**config.mk**
```make
export PLATFORM = sky130hd
export DESIGN_NAME = instr_fetch_unit
export DESIGN_NICKNAME = d
export VERILOG_FILES = /design/src/rtl/instr_fetch_unit.sv
export SDC_FILE = /design/constraint.sdc
export NUM_CORES = 1
export LEC_CHECK = 0
export BUFFER_PORTS_ARGS = -buffer_cell sky130_fd_sc_hd__buf_2
export CORE_ASPECT_RATIO = 1.1
export CORE_UTILIZATION = 36
export CTS_BUF_LIST = sky130_fd_sc_hd__clkbuf_4 sky130_fd_sc_hd__clkbuf_8 sky130_fd_sc_hd__clkbuf_16
export CTS_CLUSTER_SIZE = 14
export DETAILED_ROUTE_END_ITERATION = 8
export RECOVER_POWER = 100
export SYNTH_ARGS = -nofsm -noshare
export SYNTH_HDL_FRONTEND = slang
export SYNTH_SLANG_ARGS = --single-unit
```
**constraint.sdc**
```tcl
create_clock -name Clock -period 1.92 [get_ports Clock]
set_clock_uncertainty 0.15 [all_clocks]
set_input_delay 0.192 -clock Clock [delete_from_list [all_inputs] [get_ports Clock]]
set_output_delay 0.192 -clock Clock [all_outputs]
set_load 0.02 [all_outputs]
```
**src/rtl/instr_fetch_unit.sv**
```systemverilog
// ---------------------------------------------------------------------------
// instr_fetch_unit
//
// Purpose: holds the program counter (PC) and instruction register (IR) for
// the control unit. It executes the PC_CLR / PR_ID / PC_IC / PC_LD commands
// and fetches instructions from instruction memory over a request/response
// handshake whose latency can vary.
//
// Ports:
//   Clock        in   system clock, rising edge
//   Reset        in   asynchronous, active-high reset
//   PC_CLR       in   clear PC to 0; aborts any fetch in flight
//   PR_ID        in   fetch mem[PC] into IR (ignored while FETCH_BUSY=1)
//   PC_IC        in   increment PC (wraps modulo 2^ADDR_W)
//   PC_LD        in   load PC from PC_LD_ADDR (jump)
//   PC_LD_ADDR   in   jump target
//   IM_REQ       out  memory read request, one-cycle pulse
//   IM_ADDR      out  read address, valid while IM_REQ=1 (held otherwise)
//   IM_RVALID    in   read data valid, one cycle per request
//   IM_RDATA     in   read data
//   IR           out  instruction register
//   PC           out  program counter
//   IR_VALID     out  one-cycle pulse when IR has just been updated
//   FETCH_BUSY   out  a fetch is outstanding
//   FETCH_FAULT  out  sticky fetch-timeout flag
//
// Build option: define IFU_FAULT_EN to add the fetch timeout counter. When
// it is undefined, WAIT/DISCARD wait forever and FETCH_FAULT is tied to 0.
//
// All outputs come straight from flops.
// ---------------------------------------------------------------------------
module instr_fetch_unit #(
  parameter int ADDR_W  = 8,
  parameter int INSTR_W = 16,
  parameter int TIMEOUT = 16
) (
  input  logic               Clock,
  input  logic               Reset,
  input  logic               PC_CLR,
  input  logic               PR_ID,
  input  logic               PC_IC,
  input  logic               PC_LD,
  input  logic [ADDR_W-1:0]  PC_LD_ADDR,
  output logic               IM_REQ,
  output logic [ADDR_W-1:0]  IM_ADDR,
  input  logic               IM_RVALID,
  input  logic [INSTR_W-1:0] IM_RDATA,
  output logic [INSTR_W-1:0] IR,
  output logic [ADDR_W-1:0]  PC,
  output logic               IR_VALID,
  output logic               FETCH_BUSY,
  output logic               FETCH_FAULT
);

  typedef enum logic [1:0] {
    S_IDLE    = 2'd0,
    S_REQ     = 2'd1,
    S_WAIT    = 2'd2,
    S_DISCARD = 2'd3
  } state_t;

  state_t               state_q, state_d;
  logic [ADDR_W-1:0]    pc_q, pc_d;
  logic [ADDR_W-1:0]    im_addr_q, im_addr_d;
  logic [INSTR_W-1:0]   ir_q, ir_d;
  logic                 im_req_q, im_req_d;
  logic                 ir_valid_q, ir_valid_d;
  logic                 busy_q, busy_d;
  logic                 timeout_hit;

`ifdef IFU_FAULT_EN
  localparam int CNT_W = $clog2(TIMEOUT + 1);

  logic [CNT_W-1:0] cnt_q, cnt_d;
  logic             fault_q, fault_d;

  // The counter value equals the number of completed WAIT/DISCARD cycles.
  // Hitting TIMEOUT-1 with no response in the current cycle means the
  // TIMEOUT-th waiting cycle is ending empty-handed.
  assign timeout_hit = ((state_q == S_WAIT) || (state_q == S_DISCARD)) &&
                       !IM_RVALID &&
                       (cnt_q == CNT_W'(TIMEOUT - 1));

  always_comb begin
    cnt_d   = cnt_q;
    fault_d = fault_q | timeout_hit;
    if ((state_q == S_WAIT) || (state_q == S_DISCARD)) begin
      cnt_d = cnt_q + 1'b1;
    end
    if (state_d == S_REQ) begin
      cnt_d = '0;
    end
  end

  always_ff @(posedge Clock or posedge Reset) begin
    if (Reset) begin
      cnt_q   <= '0;
      fault_q <= 1'b0;
    end else begin
      cnt_q   <= cnt_d;
      fault_q <= fault_d;
    end
  end

  assign FETCH_FAULT = fault_q;
`else
  logic unused_timeout;

  assign timeout_hit    = 1'b0;
  assign FETCH_FAULT    = 1'b0;
  assign unused_timeout = (TIMEOUT > 0);
`endif

  // Next-state / datapath logic.
  always_comb begin
    state_d    = state_q;
    pc_d       = pc_q;
    im_addr_d  = im_addr_q;
    ir_d       = ir_q;
    im_req_d   = 1'b0;
    ir_valid_d = 1'b0;

    // PC commands apply in every state; the fetch path latches its own
    // address so in-flight requests are unaffected.
    if (PC_CLR) begin
      pc_d = '0;
    end else if (PC_LD) begin
      pc_d = PC_LD_ADDR;
    end else if (PC_IC) begin
      pc_d = pc_q + 1'b1;
    end

    unique case (state_q)
      S_IDLE: begin
        // Unsolicited IM_RVALID is ignored here.
        if (PR_ID) begin
          state_d   = S_REQ;
          im_req_d  = 1'b1;
          // Address is the PC before this cycle's update, except that a
          // simultaneous clear fetches from address 0.
          im_addr_d = PC_CLR ? '0 : pc_q;
        end
      end

      S_REQ, S_WAIT: begin
        // REQ also accepts a response so zero-latency memories work.
        if (IM_RVALID) begin
          state_d = S_IDLE;
          if (!PC_CLR) begin
            ir_d       = IM_RDATA;
            ir_valid_d = 1'b1;
          end
        end else if (timeout_hit) begin
          state_d    = S_IDLE;
          ir_d       = '0;
          ir_valid_d = 1'b1;
        end else if (PC_CLR) begin
          state_d = S_DISCARD;
        end else if (state_q == S_REQ) begin
          state_d = S_WAIT;
        end
      end

      S_DISCARD: begin
        if (IM_RVALID) begin
          state_d = S_IDLE;
        end else if (timeout_hit) begin
          state_d    = S_IDLE;
          ir_d       = '0;
          ir_valid_d = 1'b1;
        end
      end

      default: state_d = S_IDLE;
    endcase

    busy_d = (state_d != S_IDLE);
  end

  always_ff @(posedge Clock or posedge Reset) begin
    if (Reset) begin
      state_q    <= S_IDLE;
      pc_q       <= '0;
      im_addr_q  <= '0;
      ir_q       <= '0;
      im_req_q   <= 1'b0;
      ir_valid_q <= 1'b0;
      busy_q     <= 1'b0;
    end else begin
      state_q    <= state_d;
      pc_q       <= pc_d;
      im_addr_q  <= im_addr_d;
      ir_q       <= ir_d;
      im_req_q   <= im_req_d;
      ir_valid_q <= ir_valid_d;
      busy_q     <= busy_d;
    end
  end

  assign IM_REQ     = im_req_q;
  assign IM_ADDR    = im_addr_q;
  assign IR         = ir_q;
  assign PC         = pc_q;
  assign IR_VALID   = ir_valid_q;
  assign FETCH_BUSY = busy_q;

endmodule

```
==> flow_summary.yaml, run 1 <==
outcome:
  status: "finished clean"
routing:
  routed_wl_mm: 3.467
  vias: 1338
  avgViaCountPerCell: 4.695
  dr.pass1.iters: 3
  drtIter0Drc: 35
  route.detailed.drc: 0
  ant_nets: 0
  drt-wirelength-per-cell_um: 12.16
synth:
  synth_cell_type_count: 29
  synthMuxAreaShare: 0.1207
  synth_top_family_by_area: "simple AND/OR/NAND/NOR gates"
  ys_seq_area_frac: 0.5581
  syn_inst: 145
  ys_top_cells_by_area: "dfrtp_1, mux2_2, o21ai_0, ha_1, nand2_1"
  synth_compound_area_frac: 0.08597
  synth_nets: 180
  syn_area_um2: 1659
  synthSimpleGateAreaFrac: 0.1456
  yosysTopAreaCell: "dfrtp_1"
  ys_ff_latch: 37
  avgSynthCellArea_um2: 11.44
  synth_adder_area_share: 0.03017
  yosysTopAreaCellShare: 0.5581
  yosys.area_share.xor_xnor: 0.02112
  ys_warn_count: 0
clock_network:
  tritoncts: "built"
  postCtsSetupBuffers: 0
  root_buffer: "clkbuf_8"
  htree_levels: 2
  clock_path_buffers: 2
  path_clk_slew_ns: 0.07
  postCtsHoldBufs: 18
  numCtsBuffers: 5
  cts_num_sinks: 37
  cts_resized: 0
  worstSkewPairLatency_ns: 0.28
setup_path:
  crit_arrival_ns: 1.70
  cp_max_fo: 17
  slowest_delay_ns: 0.38
  critical_path_class: "reg2reg"
  cp_slowest_cell: "dfrtp_1"
  reg2reg_slack_ns: 0.24
  endpoint_kind: "register"
  cp.required_ns: 1.93
  startpoint_type: "register"
  path_cells: "inv_1 > ha_1 > nand3b_4 > mux2_2"
placed_design:
  hpwlAfterDp_mm: 2.427
  gp_congestion: 0.7905
  dp_slack_ns: 0.2232
  io_buffers: 65
grt:
  grt_overflow: 0
  grt_pass1_wl_mm: 5.733
  grt_max_degree: 20
  grtUsageTotal: 0.1582
  antenna_found_initial: 0
  grt_pass1_vias: 1313
die:
  core_um2: 4348
  start_util: 0.3816
  die_w_um: 66.73
  io_pins: 67
  placementRows: 25
  die_area_um2: 4884
  die_y_um: 73.20
sta:
  finalCriticalPeriod_ns: 1.684
  setup_ws_ns: 0.2361
  fmax_mhz: 593.9
  maxSlewViolCount: 0
  min_period_over_period: 0.8770
  fin_tns_setup_ns: 0
  hold_viol: 0
  whs_ns: 0.01840
  setup_viol: 0
  rsz0062_at_grt: "false"
layout:
  drive_above_1_share: 0.2468
  syn2layout_area_growth_pct: 37.33
  most-common-layout-cells: "dfrtp_1, clkbuf_1, buf_2"
  final_common_cell: "dfrtp_1"
  num-nets-final: 265
  antenna_cells: 0
pwr:
  peakVddDrop_mv: 0.3746
  p_leak_nw: 1.052
  power_density_nw_per_um2: 1341
run:
  cap_viol_max_count: 0
worst_hold_path:
  hold_path.class: "in2reg"
[final cells by class]
cell class / count / area [µm²]
clock inverters: 1 / 30.03
fillers: 427 / 2069
multi-input cells: 94 / 666.9
clock buffers: 7 / 90.09
repair buffers: 85 / 471.7
well taps: 54 / 67.56
inverters: 7 / 26.28
flip-flops and latches: 37 / 925.9
[cells by family after synthesis]
kind of cell | count (synthesis)
other | 1
muxes | 18
AOI/OAI and AO/OA | 23
DFF | 37
buffers and inverters | 14
and+or+nand+nor | 44
xor gates and xnor gates | 4
adders and majority gates | 4
[final timing paths]
path / from / endpoint / depth (start not counted)
min reg2reg: IM_ADDR[5] / IM_ADDR[5] / 2
min: PC_LD / PC[6] / 2
max in group asynchronous: Reset / IR[2] / 4
min in group asynchronous: Reset / PC[6] / 3
max: state_q[0] / IR[12] / 4
max reg2reg: state_q[0] / IR[12] / 4
[Yosys cell counts]
cell type	n
o21ai_0	13
dfrtp_1	37
a211oi_1	4
inv_1	7
nand3b_4	1
o21a_1	1
or2b_1	2
clkbuf_1	3
conb_1	1
nand4_1	4
nor3b_1	1
mux2_2	16
buf_2	3
nand2_1	13
a21oi_1	1
a311oi_1	2
xor2_1	4
nand3_1	3
nand2b_1	7
ha_1	4
or3_1	2
nand4_2	1
nor2_1	8
a211o_1	1
o31a_1	1
nor2b_1	1
buf_4	1
mux2i_1	2
nor3_1	1
[worst max-delay path: cells and delay by family (launching register included)]
kind | cells | cell delay (ns)
fa+ha+maj | 1 | 0.36
buf+inv | 1 | 0.07
flops | 1 | 0.38
mux | 1 | 0.37
simple gates | 1 | 0.24
[routing by layer]
metal,part of all wire,wire [µm],global-route usage
met1,0.43,1480,0.1823
met2,0.48,1676,0.2705
met3,0.065,227,0.04063
met4,0.024,82,0.07565
met5,0,0,0
[flip-flops by register name (all words and copies together), names as in the netlist]
signal,count
FETCH_BUSY,1
IM_ADDR,8
IM_REQ,1
IR,16
IR_VALID,1
PC,8
state_q,2
[through the flow]
stage | area (µm²) | utilization | total power [W] | instances
detailed placement | 2033 | 0.4676 | 0.002438 | 259
floorplan | 1659 | - | 0.002046 | 145
CTS | 2333 | 0.5367 | 0.003168 | 285
global placement | 2033 | 0.4676 | 0.002418 | 259
global route | 2278 | 0.5240 | 0.003282 | 285
finish | 2278 | 0.5240 | 0.003056 | 285
[power breakdown]
group | leakage, nW | internal (W) | switching [W] | total, W
combinational | 0.525 | 0.000433 | 0.000725 | 0.00116
sequential | 0.466 | 0.00106 | 0.000146 | 0.00121
clock | 0.0619 | 0.000437 | 0.000251 | 0.000689
Note: power is estimated with default switching activity, not from simulation.
==> run 2: changes to the inputs <==
Settings changed: CORE_UTILIZATION 36 to 47, PLACE_DENSITY set to 0.78.
==> run 2 against run 1 <==
Compared with the run above: cell count increased by 0.35%; largest power group unchanged; critical path depth unchanged; sequential share of layout area decreased by 0.85 points; maximum frequency decreased by 1.6%.
==> flow_summary.yaml, run 2 (synthesis results as in run 1) <==
outcome:
  status: "finished clean"
layout:
  drive_above_1_share: 0.2311
  antenna_cells: 0
  most-common-layout-cells: "dfrtp_1, clkbuf_1, buf_2"
  num-nets-final: 272
  largest_register_ffs: 16
  syn2layout_area_growth_pct: 40.27
  final_common_cell: "dfrtp_1"
setup_path:
  slowest_delay_ns: 0.40
  reg2reg_to: "IR[6]"
  cp_top_family: "flip-flops"
  critical_path_class: "reg2reg"
  cp_max_fo: 17
  rr_worst_depth: 4
  reg2reg_slack_ns: 0.21
  endpoint_kind: "register"
  crit_buf_inv: 1
  cp.required_ns: 1.99
  startpoint: "state_q[0]"
  cp-endpoint: "IR[6]"
  crit_arrival_ns: 1.78
  path_cells: "inv_1 > ha_1 > nand3b_4 > mux2_2"
  reg2reg_from: "state_q[0]"
  path_depth: 4
  startpoint_type: "register"
  cp_slowest_cell: "dfrtp_1"
sta:
  worst_pin_slew_ns: 0.8899
  whs_ns: 0.02151
  setup_viol: 0
  fmax_mhz: 584.6
  finalCriticalPeriod_ns: 1.711
  hold_viol: 0
  fin_tns_setup_ns: 0
  maxSlewViolCount: 0
  relSlewSlack: 0.4067
  min_period_over_period: 0.8909
  rsz0062_at_grt: "false"
pwr:
  peakVddDrop_mv: 0.4941
  power_density_nw_per_um2: 1304
  p_leak_nw: 1.072
routing:
  vias: 1388
  drtIter0Drc: 28
  dr.pass1.iters: 4
  drt-wirelength-per-cell_um: 12.11
  ant_nets: 0
  avgViaCountPerCell: 4.853
  routed_wl_mm: 3.464
  route.detailed.drc: 0
run:
  cap_viol_max_count: 0
placed_design:
  gp_congestion: 0.7100
  io_buffers: 65
  hpwlAfterDp_mm: 2.221
die:
  die_w_um: 58.65
  die_y_um: 64.32
  placementRows: 22
  start_util: 0.4940
  die_area_um2: 3772
  core_um2: 3358
  io_pins: 67
clock_network:
  htree_levels: 2
  root_buffer: "clkbuf_4"
  tritoncts: "built"
  postCtsSetupBuffers: 0
  numCtsBuffers: 5
  cts_num_sinks: 37
  clock_path_buffers: 2
  worstSkewPairLatency_ns: 0.33
  path_clk_slew_ns: 0.11
grt:
  grt_pass1_vias: 1345
  grt_overflow: 0
  grt_max_degree: 38
  antenna_found_initial: 0
  grt_pass1_wl_mm: 5.782
  grtUsageTotal: 0.2013
worst_hold_path:
  hold_path.class: "in2reg"
-- run 2: timing repair --
action | in CTS | in global routing
endpoints found under the hold margin | 61 | 0
setup endpoints to repair | 0 | 0
gates resized for setup | 0 | 0
hold buffers | 26 | 0
-- run 2: layout make-up --
class	instances	area (µm²)
repair buffers	92	545.5
flip-flops and latches	37	925.9
clock buffers	5	37.54
multi-input cells	94	666.9
clock inverters	3	65.06
fillers	302	1031
well taps	48	60.06
inverters	7	26.28
-- run 2: power breakdown --
part	leakage (nW)	switching, W	total (W)	internal, W
logic	0.551	0.000734	0.00118	0.000442
clock network	0.0552	0.000239	0.000642	0.000403
registers	0.466	0.000155	0.00122	0.00106
total	1.07	0.00113	0.00303	0.00191
-- run 2: worst min-delay path by stage --
stage | slack (ns) | depth (start not counted) | endpoint | startpoint
4_1_cts | 0.001 | 3 | state_q[0] | PR_ID
3_3_place_gp | 0.17 | 3 | FETCH_BUSY | Reset
3_5_place_dp | 0.17 | 3 | IR[10] | Reset
5_1_grt | 0.02 | 3 | state_q[0] | PR_ID
6_report | 0.02 | 3 | state_q[0] | PR_ID
2_1_floorplan | 0.19 | 1 | PC[6] | PC_LD
-- run 2: routing by layer --
layer | track usage | share of wire | vias to the layer above
met5 | 0 | 0 | -
met4 | 0.03571 | 0.0061 | 0
met3 | 0.06275 | 0.082 | 2
met2 | 0.3750 | 0.50 | 57
met1 | 0.2222 | 0.41 | 650
li1 | - | - | 679
-- run 2: metrics by stage --
step / cell area (µm²) / setup slack (ns) / power (W) / cells / utilization
floorplan: 1659 / 0.1953 / 0.002046 / 145 / -
CTS: 2381 / 0.2014 / 0.003137 / 286 / 0.7090
finish: 2327 / 0.2094 / 0.003034 / 286 / 0.6930
global route: 2327 / 0.1281 / 0.003261 / 286 / 0.6930
detailed placement: 2018 / 0.2177 / 0.002440 / 252 / 0.6010
global placement: 2018 / 0.2789 / 0.002399 / 252 / 0.6010
-- run 2: worst register-to-register path: cells and delay by family, from the launching register on --
| kind | cells | cell delay (ns) |
|---|---|---|
| muxes | 1 | 0.38 |
| adders and majority gates | 1 | 0.36 |
| and+or+nand+nor | 1 | 0.24 |
| buffers and inverters | 1 | 0.07 |
| DFF | 1 | 0.40 |
